File: src/rtl/u_mask_scan.sv
// ---------------------------------------------------------------------------
// u_mask_scan
//
// Sequential run-length scanner. Accepts a W-bit vector over a valid/ready
// handshake and reports how many consecutive bits, counted from the selected
// end, equal MATCH_BIT. C bits are examined per SCAN cycle; the scan stops
// at the first chunk that contains a mismatch.
//
// Parameters:
//   W          input vector width (W >= 1)
//   C          bits examined per SCAN cycle (1 <= C <= W, W % C == 0)
//   MATCH_BIT  bit value being counted
//   LSB        1: count upward from bit 0; 0: count downward from bit W-1
//
// Ports:
//   clk        clock, all state on rising edge
//   rst        synchronous active-high reset
//   i_in_vld   input vector valid
//   o_in_rdy   block can accept a vector (IDLE)
//   i_in_x     vector to scan, sampled on i_in_vld & o_in_rdy
//   o_out_vld  result valid (DONE)
//   i_out_rdy  consumer accepts result
//   o_out_cnt  run length of MATCH_BIT, 0..W
//   o_out_all  o_out_cnt == W
// ---------------------------------------------------------------------------
module u_mask_scan #(
  parameter int   W         = 32,
  parameter int   C         = 4,
  parameter logic MATCH_BIT = 1'b1,
  parameter logic LSB       = 1'b1
) (
  input  logic                     clk,
  input  logic                     rst,
  input  logic                     i_in_vld,
  output logic                     o_in_rdy,
  input  logic [W-1:0]             i_in_x,
  output logic                     o_out_vld,
  input  logic                     i_out_rdy,
  output logic [$clog2(W+1)-1:0]   o_out_cnt,
  output logic                     o_out_all
);

  localparam int N  = W / C;
  localparam int CW = $clog2(W + 1);
  localparam int KW = (N > 1) ? $clog2(N) : 1;
  localparam int LW = $clog2(C + 1);

  localparam logic [1:0] S_IDLE = 2'd0;
  localparam logic [1:0] S_SCAN = 2'd1;
  localparam logic [1:0] S_DONE = 2'd2;

  generate
    if (C < 1 || C > W || (W % C) != 0) begin : g_bad_cfg
      $error("u_mask_scan: C must satisfy 1 <= C <= W and divide W");
    end
  endgenerate

  logic [1:0]    state;
  logic [W-1:0]  x_oriented;
  logic [W-1:0]  sh;
  logic [KW-1:0] k;
  logic [CW-1:0] cnt;
  logic          all_q;
  logic [LW-1:0] lead;
  logic          run;
  logic          chunk_all;

  // Orient the input so the scan always starts at index 0 of the shift
  // register, whichever end is being counted from.
  generate
    if (LSB) begin : g_lsb
      assign x_oriented = i_in_x;
    end else begin : g_msb
      for (genvar i = 0; i < W; i++) begin : g_rev
        assign x_oriented[i] = i_in_x[W-1-i];
      end
    end
  endgenerate

  // Matching bits before the first mismatch in the current chunk (0..C).
  // NOTE: every variable written here gets a default before the loop, so no
  // path can leave it unassigned and infer a latch.
  always_comb begin
    lead = '0;
    run  = 1'b1;
    for (int i = 0; i < C; i++) begin
      if (run && (sh[i] == MATCH_BIT)) begin
        lead = lead + LW'(1);
      end else begin
        run = 1'b0;
      end
    end
  end

  assign chunk_all = (lead == LW'(C));

  // NOTE: state is updated with non-blocking assignments so every register
  // sees the pre-edge values of the others, independent of statement order.
  always_ff @(posedge clk) begin
    if (rst) begin
      state <= S_IDLE;
      cnt   <= '0;
      all_q <= 1'b0;
      k     <= '0;
    end else begin
      case (state)
        S_IDLE: begin
          if (i_in_vld) begin
            state <= S_SCAN;
            cnt   <= '0;
            all_q <= 1'b0;
            k     <= '0;
          end
        end
        S_SCAN: begin
          cnt <= cnt + CW'(lead);
          if (!chunk_all) begin
            all_q <= 1'b0;
            state <= S_DONE;
          end else if (k == KW'(N - 1)) begin
            all_q <= 1'b1;
            state <= S_DONE;
          end else begin
            k <= k + KW'(1);
          end
        end
        S_DONE: begin
          if (i_out_rdy) begin
            state <= S_IDLE;
          end
        end
        default: state <= S_IDLE;
      endcase
    end
  end

  // NOTE: the data shift register carries no reset; it is always loaded on
  // acceptance before any of its bits are looked at.
  always_ff @(posedge clk) begin
    if (state == S_IDLE && i_in_vld) begin
      sh <= x_oriented;
    end else if (state == S_SCAN) begin
      sh <= sh >> C;
    end
  end

  assign o_in_rdy  = (state == S_IDLE);
  assign o_out_vld = (state == S_DONE);
  assign o_out_cnt = cnt;
  assign o_out_all = all_q;

endmodule

File: config.mk
export PLATFORM = sky130hd
export DESIGN_NAME = u_mask_scan
export DESIGN_NICKNAME = d
export VERILOG_FILES = /design/src/rtl/u_mask_scan.sv
export SDC_FILE = /design/constraint.sdc
export NUM_CORES = 1
export LEC_CHECK = 0
export ABC_AREA = 1
export BUFFER_PORTS_ARGS = -buffer_cell sky130_fd_sc_hd__buf_2
export CAP_MARGIN = 0
export CORE_ASPECT_RATIO = 0.6
export CORE_MARGIN = 2
export CORE_UTILIZATION = 50
export CTS_CLUSTER_DIAMETER = 50
export DETAILED_ROUTE_END_ITERATION = 16
export PLACE_DENSITY = 0.74
export SLEW_MARGIN = 20
export SYNTH_ARGS = -nofsm -noshare
export SYNTH_HDL_FRONTEND = slang
export SYNTH_SLANG_ARGS = --single-unit
export TNS_END_PERCENT = 100
File: constraint.sdc
create_clock -name clk -period 2.55 [get_ports clk]
set_clock_uncertainty 0.05 [all_clocks]
set_input_delay 0 -clock clk [delete_from_list [all_inputs] [get_ports clk]]
set_output_delay 0 -clock clk [all_outputs]
set_load 0.05 [all_outputs]
### Word-level counts from Yosys, hierarchy flattened

Index checks and enable logic that the tools add are counted.

* add/sub/neg operators: 5
* equal/unequal tests: 9
* muxes and demuxes: 24
* reductions and logical operators: 11

Operators with widths (count)
* $mux W32: 2
* $mux W3: 6
* $pmux W6 S2: 1
* $add A3 B1 Y3 const B: 3
* $mux W2: 4
* $mux W1: 7
* $add A6 B3 Y6: 1
* $eq A3 B3 Y1 const B: 2
* $mux W6: 1
* $ne A2 B2 Y1 const B: 3
* $pmux W2 S3: 1
* $pmux W3 S2: 1
* $reduce_and A3 Y1: 2
* $logic_and A1 B1 Y1: 4
* $reduce_and A4 Y1: 1
* $reduce_bool A2 Y1: 2
* $ne A3 B3 Y1 const B: 1
* $add A1 B1 Y2 const B: 1
* $eq A2 B1 Y1 const B: 1
* $eq A2 B2 Y1 const B: 1
* $logic_not A2 Y1: 1
* $ne A2 B1 Y1 const B: 1
* $pmux W1 S2: 1
* $reduce_and A2 Y1: 1

* flip-flop bits (word level): 44
* input port bits: 36
* output and inout port bits: 9
* word-level logic and storage cells: 54

### Logic depth before layout (Yosys ltp)

* depth in word-level cells: 10
* depth in mapped cells: 13
* gate-level depth less buffers: 13

### Worst setup path before layout

Ideal clock, no wire load.

* path kind: reg-to-reg
* from: reg sh[0]
* to: reg cnt[4], in the netlist o_out_cnt[4]
* setup time: 0.119 ns
* arrival time: 1.976 ns
* required time: 2.381 ns
* slack: 0.405 ns
* stages on the path, launching flop included: 14
* path buffers: 0
* clock period less this slack: 2.145 ns
* path through: edfxtp_1 nand2_2 inv_1 ha_1 inv_1 a21oi_1 inv_1 fa_1 inv_1 a21oi_1 nor2_1 nand2_1 o21ai_0 a21oi_1

* longest elaborated chain between the ends: 9
* elaborated cells on any way between the ends: 15
* classes of those cells: add/sub (4); mux (8); reduce/logical (3)

RTL lines
* start: declaration: RTL line 60 `logic [W-1:0] sh;`
* start signal: assignment: RTL line 141 `sh <= x_oriented;`
* start signal: assignment: RTL line 143 `sh <= sh >> C;`
* $mux W1: RTL line 87 `if (run && (sh[i] == MATCH_BIT)) begin`
* $add A1 B1 Y2 or $logic_and A1 B1 Y1 (tied branches): RTL line 88, 87
* $mux W3 or $mux W1 (tied branches): RTL line 87
* $add A3 B1 Y3 or $logic_and A1 B1 Y1 (tied branches): RTL line 88, 87
* $mux W3 or $mux W1 (tied branches): RTL line 87
* $add A3 B1 Y3 or $logic_and A1 B1 Y1 (tied branches): RTL line 88, 87
* $mux W3 *: RTL line 87
* $add A6 B3 Y6 *: RTL line 116 `cnt <= cnt + CW'(lead);`
* $pmux W6 S2 *: RTL line 106 `case (state)`
* end signal: assignment: RTL line 116
* end: declaration: RTL line 62 `logic [CW-1:0] cnt;`

Mark *: on every way between the ends. The rest lies on a longest branch, timed or not.
A chain may end at the register's enable or synchronous reset.

### Final worst setup path

* from: reg sh[1]
* to: reg cnt[4], in the netlist o_out_cnt[4]

* longest elaborated chain between the ends: 8
* elaborated cells on any way between the ends: 12
* classes of those cells: add/sub (3); mux (6); reduce/logical (3)

RTL lines (RTL line)
* $logic_and A1 B1 Y1 *: 87
* $mux W3 or $mux W1 (tied branches): 87
* $add A3 B1 Y3 or $logic_and A1 B1 Y1 (tied branches): 88, 87
* $mux W3 or $mux W1 (tied branches): 87
* $add A3 B1 Y3 or $logic_and A1 B1 Y1 (tied branches): 88, 87
* $mux W3 *: 87
* $add A6 B3 Y6 *: 116
* $pmux W6 S2 *: 106

Marks and branches as above.

==> flow_summary.json <==
{
  "core_area_mm2": 0.00410,
  "worstSetupPathType": "reg2reg",
  "grt_use_total_pct": 20.2,
  "fp-row-count": 18,
  "irDropWorstVdd_mv": 0.398,
  "finalPower_mw": 1.92,
  "clock_latency_ps": 300,
  "numPortBuffers": 44,
  "place.gp.congestion": 0.870,
  "grt_pass1_wl_mm": 6.98,
  "min_from": "i_in_vld",
  "status": "finished clean",
  "met3_usage_pct": 6.03,
  "synth.cell_area_mm2": 0.00212,
  "leakage_nw": 1.34,
  "min_period_ps": 2380,
  "clk_pin_slew_ps": 80,
  "seq_area_frac_synth_pct": 56.6,
  "syn_avg_cell_area_um2": 9.18,
  "drtIter0Drc": 74,
  "max_freq_mhz": 419,
  "synth.distinct_cells": 31,
  "io_pins": 45,
  "cts.sinks": 44,
  "overflow": 0,
  "dr.pass1.iters": 4,
  "clockBufferDepth": 2,
  "p_per_area_mw_per_mm2": 674,
  "drive_gt1_share_pct": 22.1,
  "fin_nets": 355,
  "grt.busiest_layer": "met2",
  "fin_util_pct": 69.5,
  "cts_tree": "built",
  "synth_top_area_share_pct": 45.3,
  "syn2layout_area_growth_pct": 34.3,
  "final_cell_mix": "nand2_1 (106), buf_2 (44), dlygate4sd3_1 (35)",
  "grt_use_met1_pct": 26.0,
  "grt_antenna_before_repair": 0,
  "cts_buffers": 5,
  "start_kind": "register",
  "ant_nets": 0,
  "post-dp-hpwl_mm": 2.71,
  "antenna_cells": 0,
  "final_common_cell": "nand2_1",
  "grt_pass1_vias": 1567,
  "max_stage_delay_ps": 440,
  "worstPathMaxFanout": 5,
  "r2r-start": "sh[1]$_DFFE_PP_",
  "vias_per_cell": 4.57,
  "startpoint": "sh[1]$_DFFE_PP_",
  "ys.warnings.count": 0,
  "relSlewSlack_pct": 68.5,
  "initial_core_util_pct": 51.7,
  "endpoint_kind": "register",
  "drv_slew": 0,
  "die_h_um": 54.4,
  "final_hold_viol_count": 0,
  "setup_viol": 0,
  "crit_top_cell": "inv_1",
  "crit_chain": "nand2_2 > inv_1 > ha_1 > inv_1 > a21oi_1 > inv_1 > fa_1 > inv_1 > a21oi_1 > nor2_1 > nand2_1 > o21ai_0 > a21oi_1",
  "wl_per_cell_um": 11.9,
  "cts_root_buf": "clkbuf_8",
  "synth_seq_cells": 44,
  "tns_ps": 0,
  "synth_nets": 275,
  "syn_inst": 231,
  "grt_max_degree": 38,
  "synth_top_area_cell": "edfxtp_1",
  "hold_class": "in2reg",
  "netlist_top_cells_area": "edfxtp_1 (45%), nand2_1 (19%), dfxtp_1 (11%)",
  "cts_setup_buffers": 0,
  "h-tree-depth": 2,
  "cp.arrival_ps": 2530,
  "num_vias": 1699,
  "cap_viol_max_count": 0,
  "grt_use_met2_pct": 33.7,
  "worstMarginPinSlew_ps": 472,
  "die_w_um": 88.1,
  "cp.required_ps": 2690,
  "remaining_drc_errors": 0,
  "finalCritPeriodShare_pct": 93.5,
  "wirelength_mm": 4.44,
  "dieArea_mm2": 0.00480,
  "cpMaxStageDelayCell": "fa_1"
}
-- worst max-delay path: cells and delay by family (launching register included) --
family,cells,cell delay [ps]
fa+ha+maj,2,720
compound gates,4,470
flops,1,420
buf+inv,4,320
simple gates,3,300
-- area by class of cell --
class / instances / area, um2
multi-input combinational: 158 / 797
sequential: 44 / 1200
inverter: 22 / 85.1
clock inverter: 3 / 42.5
tap: 60 / 75.1
timing repair buffer: 80 / 578
clock buffer: 5 / 68.8
fill: 319 / 1250
-- layer usage --
layer	wire length, um	share of wire, %	up-vias
met1	2170	49	753
met2	2020	45	47
li1	-	-	892
met3	216	4.9	7
met5	0	0	-
met4	40	0.90	0
-- synth_stat cells --
cell	number
ha_1	7
a21oi_1	8
nand4_4	1
nor3b_1	1
buf_6	1
nor2_1	11
a21boi_1	1
nor2_2	1
nor2_4	3
nand2_2	2
o21ai_0	2
o21a_1	1
o21ai_1	1
a21boi_0	1
fa_1	1
or2_2	1
dfxtp_1	12
edfxtp_1	32
inv_2	1
nand3_2	2
xnor2_1	1
buf_1	1
a211oi_1	1
buf_4	1
nand3_1	3
nand2_4	1
buf_2	4
nand2_1	106
inv_1	20
inv_4	1
a21oi_2	2
-- worst paths after layout --
path,end,slack [ps],depth (start not counted)
min,o_out_cnt[4]$_SDFFE_PP0P_,210,4
min reg2reg,k[2]$_SDFFE_PP0P_,430,2
max reg2reg,o_out_cnt[4]$_SDFFE_PP0P_,170,13
max,o_out_cnt[4]$_SDFFE_PP0P_,170,13
-- timing repair --
action / 4_1_cts / 5_1_grt
endpoints found under the setup margin: 0 / 2
hold endpoints to repair: 40 / 0
resized for setup: 0 / 1
hold buffers: 35 / 0
-- registers in the layout, indices dropped and copies added (netlist names) --
| register | cells |
|---|---|
| o_out_cnt | 6 |
| sh | 32 |
| state | 2 |
| k | 3 |
| o_out_all | 1 |
-- where the power goes --
group          internal (mW)  switching [mW]
Clock                  0.290           0.240
Combinational          0.148           0.269
Sequential             0.933          0.0387
Total                   1.37           0.548
-- per-stage QoR --
step	hold WS [ps]	instance area, um2	setup WS, ps	instances
CTS	212	2840	175	372
global route	265	2850	-19.8	372
floorplan	122	2120	405	231
detailed placement	217	2380	194	329
global placement	207	2380	346	329
finish	207	2850	165	372
-- cell families (layout without fill, tap and decap cells) --
kind of cell    Yosys count  after routing  synth area share [%]
xor+xnor                  1              1                 0.413
buf+inv                  29            110                  6.02
fa+ha+maj                 8              8                  5.07
simple gates            132            132                  27.0
compound gates           17             17                  4.84
flops                    44             44                  56.6
Note: power is estimated with default switching activity, not from simulation.
